## config.mk

```make
export PLATFORM = sky130hd
export DESIGN_NAME = mixer_ctrl_flat
export DESIGN_NICKNAME = d
export VERILOG_FILES = /design/src/rtl/mixer_ctrl_if.sv /design/src/rtl/mixer_ctrl.sv /design/src/flat_wrapper.sv
export SDC_FILE = /design/constraint.sdc
export NUM_CORES = 1
export LEC_CHECK = 0
export CAP_MARGIN = 20
export CORE_UTILIZATION = 30
export CTS_CLUSTER_SIZE = 16
export DETAILED_ROUTE_END_ITERATION = 6
export RECOVER_POWER = 50
export SLEW_MARGIN = 20
export SYNTH_ARGS = -nofsm -noshare
export SYNTH_HDL_FRONTEND = slang
export SYNTH_SLANG_ARGS = --single-unit
```

## constraint.sdc

```tcl
create_clock -name clk -period 4.24 [get_ports clk]
set_input_delay 0.848 -clock clk [delete_from_list [all_inputs] [get_ports clk]]
set_output_delay 0.848 -clock clk [all_outputs]
set_load 0.01 [all_outputs]
```

## src/rtl/mixer_ctrl_if.sv

```systemverilog
// Command and mixer-side signal bundle for mixer_ctrl.
// master drives commands and mixer status; slave is the controller.
interface mixer_ctrl_if #(
    parameter int data_width = 16
);
    logic                  cmd_valid;
    logic [1:0]            cmd_op;
    logic [data_width-1:0] cmd_data;
    logic                  cmd_ready;
    logic                  frame_tick;
    logic                  pipelines_swapping;
    logic [data_width-1:0] data_out;
    logic                  set_input_gain;
    logic                  set_output_gain;
    logic                  swap_pipelines;
    logic                  busy;

    modport master (
        output cmd_valid, cmd_op, cmd_data, frame_tick, pipelines_swapping,
        input  cmd_ready, data_out, set_input_gain, set_output_gain,
               swap_pipelines, busy
    );

    modport slave (
        input  cmd_valid, cmd_op, cmd_data, frame_tick, pipelines_swapping,
        output cmd_ready, data_out, set_input_gain, set_output_gain,
               swap_pipelines, busy
    );
endinterface

```

## src/rtl/mixer_ctrl.sv

```systemverilog
// Frame-synchronous mixer command sequencer: queues gain/swap commands and
// issues one per frame tick. Define MIXER_CTRL_RAMP_EN for output-gain ramping.
//
// state | meaning
// IDLE  | waiting for frame_tick; pops one issuable head entry on a tick
// ISSUE | one-cycle strobe for the popped command
// RAMP  | one-cycle set_output_gain pulse carrying the new ramped gain
module mixer_ctrl #(
    parameter int                    data_width = 16,
    parameter int                    gain_shift = 4,
    parameter int                    depth_log2 = 2,
    parameter logic [data_width-1:0] ramp_step  = 'h0010
) (
    input  logic        clk,
    input  logic        reset,
    mixer_ctrl_if.slave bus
);

    localparam int depth = 1 << depth_log2;
    localparam logic [depth_log2:0] depth_cnt = (depth_log2 + 1)'(depth);

    localparam logic [1:0] op_nop  = 2'd0;
    localparam logic [1:0] op_in   = 2'd1;
    localparam logic [1:0] op_out  = 2'd2;
    localparam logic [1:0] op_swap = 2'd3;

    if (gain_shift < 0 || gain_shift > data_width - 2 || depth_log2 < 1 ||
        ramp_step == '0) begin : g_cfg_check
        $error("mixer_ctrl: unsupported parameter set");
    end

`ifdef MIXER_CTRL_RAMP_EN
    localparam logic [data_width-1:0] unity = data_width'(1) << (data_width - 1 - gain_shift);
    typedef enum logic [1:0] {IDLE, ISSUE, RAMP} state_t;
`else
    typedef enum logic [0:0] {IDLE, ISSUE} state_t;
`endif

    state_t state_q, state_d;

    logic [data_width-1:0] fifo_data [depth];
    logic [1:0]            fifo_op   [depth];
    logic [depth_log2-1:0] wr_ptr, rd_ptr;
    logic [depth_log2:0]   count;

    logic [1:0]            op_q;
    logic [data_width-1:0] data_q;

    logic                  full, empty, push, pop, issuable;
    logic [1:0]            head_op;
    logic [data_width-1:0] head_data;

`ifdef MIXER_CTRL_RAMP_EN
    logic [data_width-1:0] cur_q, target_q, next_cur;
    logic                  step_go;
`endif

    assign full      = (count == depth_cnt);
    assign empty     = (count == '0);
    assign push      = bus.cmd_valid && !full;
    assign head_op   = fifo_op[rd_ptr];
    assign head_data = fifo_data[rd_ptr];
    // A swap must not start while the mixer is still crossfading; it blocks the queue.
    assign issuable  = !empty && !(head_op == op_swap && bus.pipelines_swapping);

`ifdef MIXER_CTRL_RAMP_EN
    always_comb begin
        next_cur = cur_q;
        if (target_q > cur_q)
            next_cur = (target_q - cur_q > ramp_step) ? cur_q + ramp_step : target_q;
        else if (target_q < cur_q)
            next_cur = (cur_q - target_q > ramp_step) ? cur_q - ramp_step : target_q;
    end
`endif

    always_comb begin
        state_d = state_q;
        pop     = 1'b0;
`ifdef MIXER_CTRL_RAMP_EN
        step_go = 1'b0;
`endif
        case (state_q)
            IDLE: begin
                if (bus.frame_tick) begin
                    if (issuable) begin
                        pop     = 1'b1;
                        state_d = ISSUE;
                    end
`ifdef MIXER_CTRL_RAMP_EN
                    else if (cur_q != target_q) begin
                        step_go = 1'b1;
                        state_d = RAMP;
                    end
`endif
                end
            end
            ISSUE: begin
                state_d = IDLE;
`ifdef MIXER_CTRL_RAMP_EN
                // The tick that popped this entry also owes a ramp step.
                if (cur_q != target_q) begin
                    step_go = 1'b1;
                    state_d = RAMP;
                end
`endif
            end
            default: state_d = IDLE;
        endcase
    end

    always_ff @(posedge clk) begin
        if (push) begin
            fifo_data[wr_ptr] <= bus.cmd_data;
            fifo_op[wr_ptr]   <= bus.cmd_op;
        end
    end

    always_ff @(posedge clk) begin
        if (reset) begin
            state_q  <= IDLE;
            wr_ptr   <= '0;
            rd_ptr   <= '0;
            count    <= '0;
            op_q     <= op_nop;
            data_q   <= '0;
`ifdef MIXER_CTRL_RAMP_EN
            cur_q    <= unity;
            target_q <= unity;
`endif
        end else begin
            state_q <= state_d;
            if (push)
                wr_ptr <= wr_ptr + 1'b1;
            if (pop) begin
                rd_ptr <= rd_ptr + 1'b1;
                op_q   <= head_op;
                data_q <= head_data;
`ifdef MIXER_CTRL_RAMP_EN
                if (head_op == op_out)
                    target_q <= head_data;
`endif
            end
            if (push && !pop)
                count <= count + 1'b1;
            else if (pop && !push)
                count <= count - 1'b1;
`ifdef MIXER_CTRL_RAMP_EN
            if (step_go) begin
                cur_q  <= next_cur;
                data_q <= next_cur;
            end
`endif
        end
    end

    // Strobes are gated by reset so a pulse already staged in ISSUE/RAMP is aborted.
    always_comb begin
        bus.set_input_gain  = 1'b0;
        bus.set_output_gain = 1'b0;
        bus.swap_pipelines  = 1'b0;
        if (!reset && state_q == ISSUE) begin
            bus.set_input_gain = (op_q == op_in);
            bus.swap_pipelines = (op_q == op_swap);
`ifndef MIXER_CTRL_RAMP_EN
            bus.set_output_gain = (op_q == op_out);
`endif
        end
`ifdef MIXER_CTRL_RAMP_EN
        if (!reset && state_q == RAMP)
            bus.set_output_gain = 1'b1;
`endif
    end

    assign bus.data_out  = data_q;
    assign bus.cmd_ready = !full;
`ifdef MIXER_CTRL_RAMP_EN
    assign bus.busy = !empty || (state_q != IDLE) || (cur_q != target_q);
`else
    assign bus.busy = !empty || (state_q != IDLE);
`endif

endmodule
```

## src/flat_wrapper.sv

```systemverilog
// flat-port wrapper written by rule: the top's interface ports become plain ports
module mixer_ctrl_flat 
#(
    parameter int                    data_width = 16,
    parameter int                    gain_shift = 4,
    parameter int                    depth_log2 = 2,
    parameter logic [data_width-1:0] ramp_step  = 'h0010
)
  (clk, reset, bus_cmd_valid, bus_cmd_op, bus_cmd_data, bus_frame_tick, bus_pipelines_swapping, bus_cmd_ready, bus_data_out, bus_set_input_gain, bus_set_output_gain, bus_swap_pipelines, bus_busy);
  mixer_ctrl_if #(.data_width(data_width)) bus_i ();
  input  logic clk;
  input  logic reset;
  input wire logic [$bits(bus_i.cmd_valid)-1:0] bus_cmd_valid;
  input wire logic [$bits(bus_i.cmd_op)-1:0] bus_cmd_op;
  input wire logic [$bits(bus_i.cmd_data)-1:0] bus_cmd_data;
  input wire logic [$bits(bus_i.frame_tick)-1:0] bus_frame_tick;
  input wire logic [$bits(bus_i.pipelines_swapping)-1:0] bus_pipelines_swapping;
  output wire logic [$bits(bus_i.cmd_ready)-1:0] bus_cmd_ready;
  output wire logic [$bits(bus_i.data_out)-1:0] bus_data_out;
  output wire logic [$bits(bus_i.set_input_gain)-1:0] bus_set_input_gain;
  output wire logic [$bits(bus_i.set_output_gain)-1:0] bus_set_output_gain;
  output wire logic [$bits(bus_i.swap_pipelines)-1:0] bus_swap_pipelines;
  output wire logic [$bits(bus_i.busy)-1:0] bus_busy;
  assign bus_i.cmd_valid = bus_cmd_valid;
  assign bus_i.cmd_op = bus_cmd_op;
  assign bus_i.cmd_data = bus_cmd_data;
  assign bus_i.frame_tick = bus_frame_tick;
  assign bus_i.pipelines_swapping = bus_pipelines_swapping;
  assign bus_cmd_ready = bus_i.cmd_ready;
  assign bus_data_out = bus_i.data_out;
  assign bus_set_input_gain = bus_i.set_input_gain;
  assign bus_set_output_gain = bus_i.set_output_gain;
  assign bus_swap_pipelines = bus_i.swap_pipelines;
  assign bus_busy = bus_i.busy;
  mixer_ctrl #(.data_width(data_width), .gain_shift(gain_shift), .depth_log2(depth_log2), .ramp_step(ramp_step)) u_core (.clk(clk), .reset(reset), .bus(bus_i));
endmodule
```

==> flow_summary.yaml <==
pwr:
  clockPowerShare_pct: 27.8
  power_switching_uw: 758.5
  switching_share_pct: 27.83
  combPwrFrac_pct: 23.9
  p_leak_nw: 1.593
  powerDensity_nw_per_um2: 582.4
  ir_drop_mv: 0.2627
  p_int_mw: 1.967
  seqPwrFrac_pct: 48.3
clock_tree:
  cts.clk_slew.worst_paths_ns: 0.07
  cts_tree: "done"
  cts_sinks: 100
  cts_hold_buf: 0
  cts_buffers: 9
  root_buffer: "clkbuf_16"
  cts.htree.levels: 3
  cts_resized: 0
  ctsLongestPathBuffers: 2
  clk_latency_ns: 0.34
  cts_setup_buffers: 0
routing:
  via_count: 1908
  drt_iter0_drc: 92
  drc_errors: 0
  drt-total-wl_um: 6618
  antenna_left: 0
  avgViaCountPerCell: 4.386
  wl_per_cell_um: 15.21
  first_pass_iters: 4
synth:
  async_reset_ff_share_pct: 0
  netlist_area_um2: 3772
  syn_inst: 211
  synth_warnings: 0
  syn_area_per_cell_um2: 17.88
  ys_seq_area_share_pct: 72.17
  synth-seq-cells: 100
  synth_cell_type_count: 28
  synth_edf_count: 72
  syn_nets: 240
  synth_flop_cell: "edfxtp_1"
setup_path:
  r2r_cells: 5
  r2r_slack_ns: 1.26
  cp_data_required_time_ns: 4.51
  critical_path_class: "in -> reg"
  crit_path_end_kind: "flop"
  cp_max_fo: 7
  critPathLaunchType: "input port"
  worstPathArrival_ns: 3.41
place:
  dpl.hpwl_um: 4125
  routabilityCongestion: 0.6579
  portBuffers: 43
finish:
  nNetsFinal: 291
  n_antenna_cell: 0
  fin_util_pct: 38.64
  n_fill_cell: 1164
  drive_gt1_share_pct: 16.10
  area_growth_pct: 24.05
global_route:
  gr-usage-all-layers_pct: 11.03
  grt_start_max_net_pins: 28
  grt_pass1_wl_um: 10420
  grt_pass1_vias: 1908
  antenna_found_initial: 0
  grt_overflow: 0
die:
  die_x_um: 114.1
  die_area_um2: 13030
  initial_core_util_pct: 31.15
  core-area_um2: 12110
  die_h_um: 114.1
  io_pins: 44
  core.rowCount: 40
min_path:
  hold_end: "u_core.bus.data_out[10]"
  hp-class: "reg -> reg"
  min_path_cells: 2
  worstHoldStart: "u_core.bus.data_out[10]"
flow_run:
  drv_cap: 1
sta:
  fin_crit_sh_pct: 73.96
  fmax_ghz: 0.3189
  period_needed_ns: 3.136
  drv_slew: 22
  finalSetupTns_ns: 0
  worst_pin_slew_ns: 1.639
  rsz0062_at_grt: "false"
  relSlewSlack_pct: -9.241
  setup_viol: 0
  hold_violations: 0
  fin_skew_ns: 0.004781
status:
  status: "complete, but fails checks"
  failed_checks: "capacitance limit, slew limit"
==> worst max path at each step <==
| stage | startpoint | endpoint | cells after the start |
|---|---|---|---|
| finish | bus_cmd_valid | u_core.count[2] | 8 |
| global placement | bus_cmd_valid | u_core.count[2] | 8 |
| CTS | reset | bus_set_input_gain | 5 |
| floorplan | flop | u_core.count[2] | 10 |
| detailed placement | bus_cmd_valid | u_core.count[2] | 8 |
| global route | bus_cmd_valid | u_core.count[2] | 8 |
==> cells in the final DEF (no fill, tap or decap), types with 7 or more instances in the layout <==
master and count:
clkbuf_16 9, clkdlybuf4s50_1 7, dfxtp_1 28, dlygate4sd3_1 36, edfxtp_1 72, mux2i_1 18
mux4_2 18, nor2_1 27
==> cells by family after synthesis <==
group / after synthesis / share of synthesized area (%)
AND/OR/NAND/NOR: 45 / 5.805
buffers and inverters: 14 / 1.857
multiplexers: 36 / 15.52
flip-flops: 100 / 72.17
adder cells (fa/ha/maj): 6 / 2.189
XOR/XNOR: 4 / 0.9289
AO/OA/AOI/OAI: 6 / 1.526
==> power by group through the flow <==
stage / Combinational [mW] / Sequential, mW / Clock [mW]
global placement: 0.669 / 1.34 / 0
finish: 0.652 / 1.32 / 0.756
detailed placement: 0.678 / 1.35 / 0
floorplan: 0.475 / 1.31 / 0
CTS: 0.682 / 1.32 / 0.780
global route: 0.713 / 1.34 / 0.805
==> cells in the mapped netlist, types with 2 or more instances <==
| cell type | number | area share (%) |
|---|---|---|
| a21oi_1 | 2 | 0.27 |
| and2_1 | 4 | 0.66 |
| buf_2 | 2 | 0.27 |
| buf_6 | 2 | 0.60 |
| clkbuf_1 | 5 | 0.50 |
| dfxtp_1 | 28 | 15 |
| edfxtp_1 | 72 | 57 |
| ha_1 | 5 | 1.7 |
| inv_1 | 5 | 0.50 |
| mux2i_1 | 18 | 4.8 |
| mux4_2 | 18 | 11 |
| nand2_1 | 2 | 0.20 |
| nand2b_1 | 2 | 0.33 |
| nor2_1 | 27 | 2.7 |
| nor3_1 | 3 | 0.40 |
| nor3_2 | 2 | 0.53 |
| xnor2_1 | 2 | 0.46 |
| xor2_1 | 2 | 0.46 |
==> cell type report <==
cell class              count  area, um^2  area share [%]
clock buffers              10       229.0           4.893
repair buffers             49       471.7           10.08
flip-flops and latches    100        2723           58.18
well taps                 168       210.2           4.492
multi-input cells          97       979.7           20.94
inverters                   5       18.77          0.4011
clock inverters             6       47.55           1.016
==> state kept, by name, summed over array words and instances (netlist names), named ones only <==
register / cells
u_core.fifo_data: 64
u_core.bus.data_out: 16
u_core.fifo_op: 8
u_core.count: 3
u_core.op_q: 2
u_core.rd_ptr: 2
u_core.wr_ptr: 2
u_core.state_q: 1
==> stage by stage <==
| stage | hold WS [ns] | worst slack (ns) | power (mW) | cells | instance area, um^2 |
|---|---|---|---|---|---|
| 3_3_place_gp | 0.4786 | 1.144 | 2.010 | 419 | 4407 |
| 3_5_place_dp | 0.4867 | 1.049 | 2.024 | 419 | 4407 |
| 4_1_cts | 0.5020 | 1.234 | 2.786 | 435 | 4683 |
| 2_1_floorplan | 0.4848 | 1.706 | 1.780 | 211 | 3772 |
| 5_1_grt | 0.5253 | 0.9055 | 2.862 | 435 | 4679 |
| 6_report | 0.4886 | 1.104 | 2.725 | 435 | 4679 |
==> per-layer routing <==
metal | global-route usage, % | wire [um] | part of all wire [%] | vias to the layer above
met2 | 17.70 | 3255 | 49 | 38
met4 | 3.377 | 77 | 1.2 | 0
li1 | - | - | - | 892
met1 | 13.95 | 3014 | 46 | 971
met5 | 0 | 0 | 0 | -
met3 | 4.023 | 271 | 4.1 | 7
==> worst max-delay path, cell delays in order <==
cell           delay (ns)
dlygate4sd3_1        0.52
a21boi_0             0.68
ha_1                 0.32
inv_1                0.06
fa_1                 0.37
xor2_1               0.16
or3_1                0.30
a21oi_1              0.14
No activity file was read; power rests on OpenSTA's default activity.
==> variant 1: new RTL, same settings <==
`data_width` is set to 16 in 3 places; all go to 32.
--- a/src/rtl/mixer_ctrl_if.sv
+++ b/src/rtl/mixer_ctrl_if.sv
@@ -2,5 +2,5 @@
 // master drives commands and mixer status; slave is the controller.
 interface mixer_ctrl_if #(
-    parameter int data_width = 16
+    parameter int data_width = 32
 );
     logic                  cmd_valid;
--- a/src/rtl/mixer_ctrl.sv
+++ b/src/rtl/mixer_ctrl.sv
@@ -7,5 +7,5 @@
 // RAMP  | one-cycle set_output_gain pulse carrying the new ramped gain
 module mixer_ctrl #(
-    parameter int                    data_width = 16,
+    parameter int                    data_width = 32,
     parameter int                    gain_shift = 4,
     parameter int                    depth_log2 = 2,
--- a/src/flat_wrapper.sv
+++ b/src/flat_wrapper.sv
@@ -2,5 +2,5 @@
 module mixer_ctrl_flat 
 #(
-    parameter int                    data_width = 16,
+    parameter int                    data_width = 32,
     parameter int                    gain_shift = 4,
     parameter int                    depth_log2 = 2,
Ports: changed (resized bus_cmd_data and bus_data_out); port bits go from 44 to 76. The function was not compared with the original's and may differ.
==> variant 1 against the original RTL <==
  * The flow still finishes with violations (max-capacitance violations, max-slew violations)
  * Cell count increased by 73%
  * Total power increased by 79%
  * Routed wire length increased by 90%
  * Worst setup slack improved by 0.031 ns
  * Non-clock buffer count increased by 30
  * Synthesized area increased by 74%
  * Register-to-register slack got worse by 0.08 ns
  * Sequential cell count increased by 80
  * Final area increased by 75%
  * Largest cell class unchanged
  * Highest routed layer unchanged
==> variant 1: results (changes against the original RTL) <==
avgViaCountPerCell: 4.492  # +2.4%
largest_register_ffs: 128  # +100%
status: "finished, violations left"
dr.first_iter.drc_count: 252  # +170%
fin_skew_ns: 0.005649  # +0.0008680 ns
dpl.hpwl_um: 7673  # +86%
yosys-top-cells-area: "edfxtp_1, dfxtp_1, mux4_2, nand2_1, a21oi_1"
final_cell_count_no_fill: 752  # +73%
post_drt_wl_per_cell_um: 16.71  # +9.9%
ys_types: 26  # -7.1%
io_buffer_count: 75  # +74%
antenna_found_initial: 4  # +4
violations: "max-capacitance violations, max-slew violations"
cts_buffers: 17  # +8
dpl_worst_slack_ns: 1.012  # -0.03708 ns
place_area_um2: 7614  # +73%
gp_congestion: 0.6839  # +4.0%
clkPwrFrac_pct: 31.2  # +3.4 points
min_from: "u_core.bus.data_out[26]"
syn_area_per_cell_um2: 17.21  # -3.7%
place_inst: 716  # +71%
area_growth_pct: 24.74
synth_edf_count: 136  # +89%
synth_compound_area_share_pct: 3.262  # +1.7 points
grt_max_degree: 44  # +57%
slew_viol_final: 72  # +230%
clk_latency_ns: 0.42  # +0.08 ns
drv_cap: 2  # +1
syn_nets: 426  # +78%
r2r_slack_ns: 1.18  # -0.08 ns
num-nets-final: 505  # +74%
synthTopCellsByCount: "edfxtp_1, nand2_1, dfxtp_1, a21oi_1, mux4_2"
cp.arrival_ns: 3.46  # +0.05 ns
grt_pass1_vias: 3562  # +87%
n_fill_cell: 1984  # +70%
synthMuxAreaShare_pct: 11.98  # -3.5 points
grt_pass1_wl_um: 19510  # +87%
power.internal_uw: 3571  # +82%
hold_end: "u_core.bus.data_out[26]"
power.leakage_uw: 0.002683  # +68%
tightest_slew_ns: 1.689  # +0.05012 ns
synthAdderAreaFrac_pct: 1.259  # -0.93 points
layout_min_cycle_time_ns: 3.105  # -0.03130 ns
peakVddDrop_mv: 0.2655  # +1.1%
grtUsageMet2_pct: 19.81  # +2.1 points
-- variant 1: cell count changes after synthesis, moves of 3 or more --
cell      change
nor2_1       -16
clkbuf_1     +10
edfxtp_1     +64
mux4_2       +16
mux2i_1      -16
dfxtp_1      +16
buf_1         +3
nand2_1      +64
a21oi_1      +32
-- variant 1: area by class of cell --
cell class	instances	area share, %
sequential	180	60.71
multi-input combinational	177	18.21
timing repair buffer	79	9.390
clock buffer	17	5.200
tap	275	4.206
clock inverter	15	1.927
inverter	5	0.2294
antenna	4	0.1223
-- variant 1: worst register-to-register path, cell delays in order (launching register included) --
cell and delay, ns:
dfxtp_1 0.40, mux4_2 0.55, a311oi_1 0.35, clkbuf_1 1.25
nand2_1 0.24, a21oi_1 0.21
-- variant 1: routing by layer --
layer  routed length, um  part of all wire, %
met1                5255                   42
met2                6319                   50
met3                 827                  6.6
met4                 167                  1.3
met5                   0                    0
==> variant 2: new RTL, config.mk and constraints unchanged <==
Without the edit above. Reset style: asynchronous (`reset`), changed in one clocked block.
--- a/src/rtl/mixer_ctrl.sv
+++ b/src/rtl/mixer_ctrl.sv
@@ -116,5 +116,5 @@
     end
 
-    always_ff @(posedge clk) begin
+    always_ff @(posedge clk or posedge reset) begin
         if (reset) begin
             state_q  <= IDLE;
Behaviour: differs if reset is asserted again (counterexample within 4 cycles, from zero or initial values and one cycle with reset high); with reset held inactive, the same outputs for 10 cycles.
==> variant 2 against the original RTL <==
  * The run still ends with max-capacitance violations, max-slew violations left
  * Sequential power grew 9.8%
  * Worst setup slack got worse by 0.059 ns
  * Clock skew rose by 0.0037 ns
  * Routed wire length down 1.6%
  * Sequential cell count is 2 lower
  * Final area increased by 0.21%
  * Global-route usage down 0.096 points
  * Worst hold slack better by 0.012 ns
  * Combinational power up 53%
  * Total power up 18%
  * Synthesized area grew 0.73%
  * Via count shrank 6.0%
  * Clock power hardly changed
  * Die area up 0.72%
  * Critical endpoint is now u_core.count[1]
==> variant 2: results (changes against the original RTL) <==
status: "finished, violations left"
violations: "max-capacitance violations, max-slew violations"
post_drt_wl_per_cell_um: 15.88  # +4.4%
layout_min_cycle_time_ns: 3.195  # +0.05870 ns
buffer_area_share_pct: 9.658  # -0.42 points
n_clock_buffer: 12  # +2
tightest_slew_ns: 1.614  # -0.02507 ns
regArea_um2: 2813  # +3.3%
use_met3_pct: 2.435  # -1.6 points
crit_fanout: 13  # +6
grt_use_total_pct: 10.93  # -0.096 points
clock_cell_area_share_pct: 6.030  # +0.12 points
grtUsageMet2_pct: 17.74  # +0.040 points
fin_skew_ns: 0.008499  # +0.003718 ns
whs_ns: 0.5004  # +0.01184 ns
multi_input_gates: 73  # -25%
via_count: 1793  # -6.0%
drive_gt1_share_pct: 22.73  # +6.6 points
critical_path_class: "reg2reg"
n_fill_cell: 1111  # -4.6%
use_met1_pct: 14.04  # +0.090 points
n_all_inverters: 8  # +3
crit_family: "buffers and inverters"
dr.first_iter.drc_count: 39  # -58%
power.leakage_uw: 0.001647  # +3.4%
route.met3.wl_um: 212  # -22%
die_w_um: 114.5  # +0.36%
yosys-top-cells-area: "edfxtp_1, dfrtp_1, mux4_2, mux2_2, ha_1"
synthTopCellsByCount: "edfxtp_1, dfrtp_1, mux2_2, mux4_2, inv_1"
r2r_slack_ns: 1.05  # -0.21 ns
syn_nets: 214  # -11%
min_from: "u_core.bus.data_out[9]"
clkPwrFrac_pct: 23.5  # -4.3 points
hold_end: "u_core.bus.data_out[9]"
wl_met1_um: 3053  # +1.3%
wl_met2_um: 3151  # -3.2%
slew_viol_final: 27  # +23%
peakVddDrop_mv: 0.1844  # -30%
dpl.hpwl_um: 4033  # -2.2%
num-nets-final: 266  # -8.6%
clock_sinks: 98  # -2.0%
syn_inst: 185  # -12%
drv_cap: 1  # unchanged
gp_congestion: 0.6735  # +2.4%
rr_worst_depth: 9  # +4
dpl_worst_slack_ns: 1.283  # +0.2341 ns
-- variant 2: cell types whose count changed in the layout (fill, tap and decap cells not counted), moves of 5 or more --
| cell | before | now |
|---|---|---|
| dfxtp_1 | 28 | 0 |
| dfrtp_1 | 0 | 26 |
| nor2_1 | 27 | 5 |
| mux2_2 | 0 | 19 |
| mux2i_1 | 18 | 2 |
| clkdlybuf4s50_1 | 7 | 17 |
| dlygate4sd3_1 | 36 | 26 |
| and3_1 | 1 | 6 |
-- variant 2: cell families (layout without fill, tap and decap cells) --
family / count (synthesis) / in the layout / synth area share [%]
mux: 38 / 38 / 16.23
simple gates: 17 / 17 / 2.437
buf+inv: 14 / 71 / 2.272
fa+ha+maj: 6 / 6 / 2.173
compound gates: 6 / 6 / 1.482
flops: 98 / 98 / 74.02
xor+xnor: 6 / 6 / 1.383
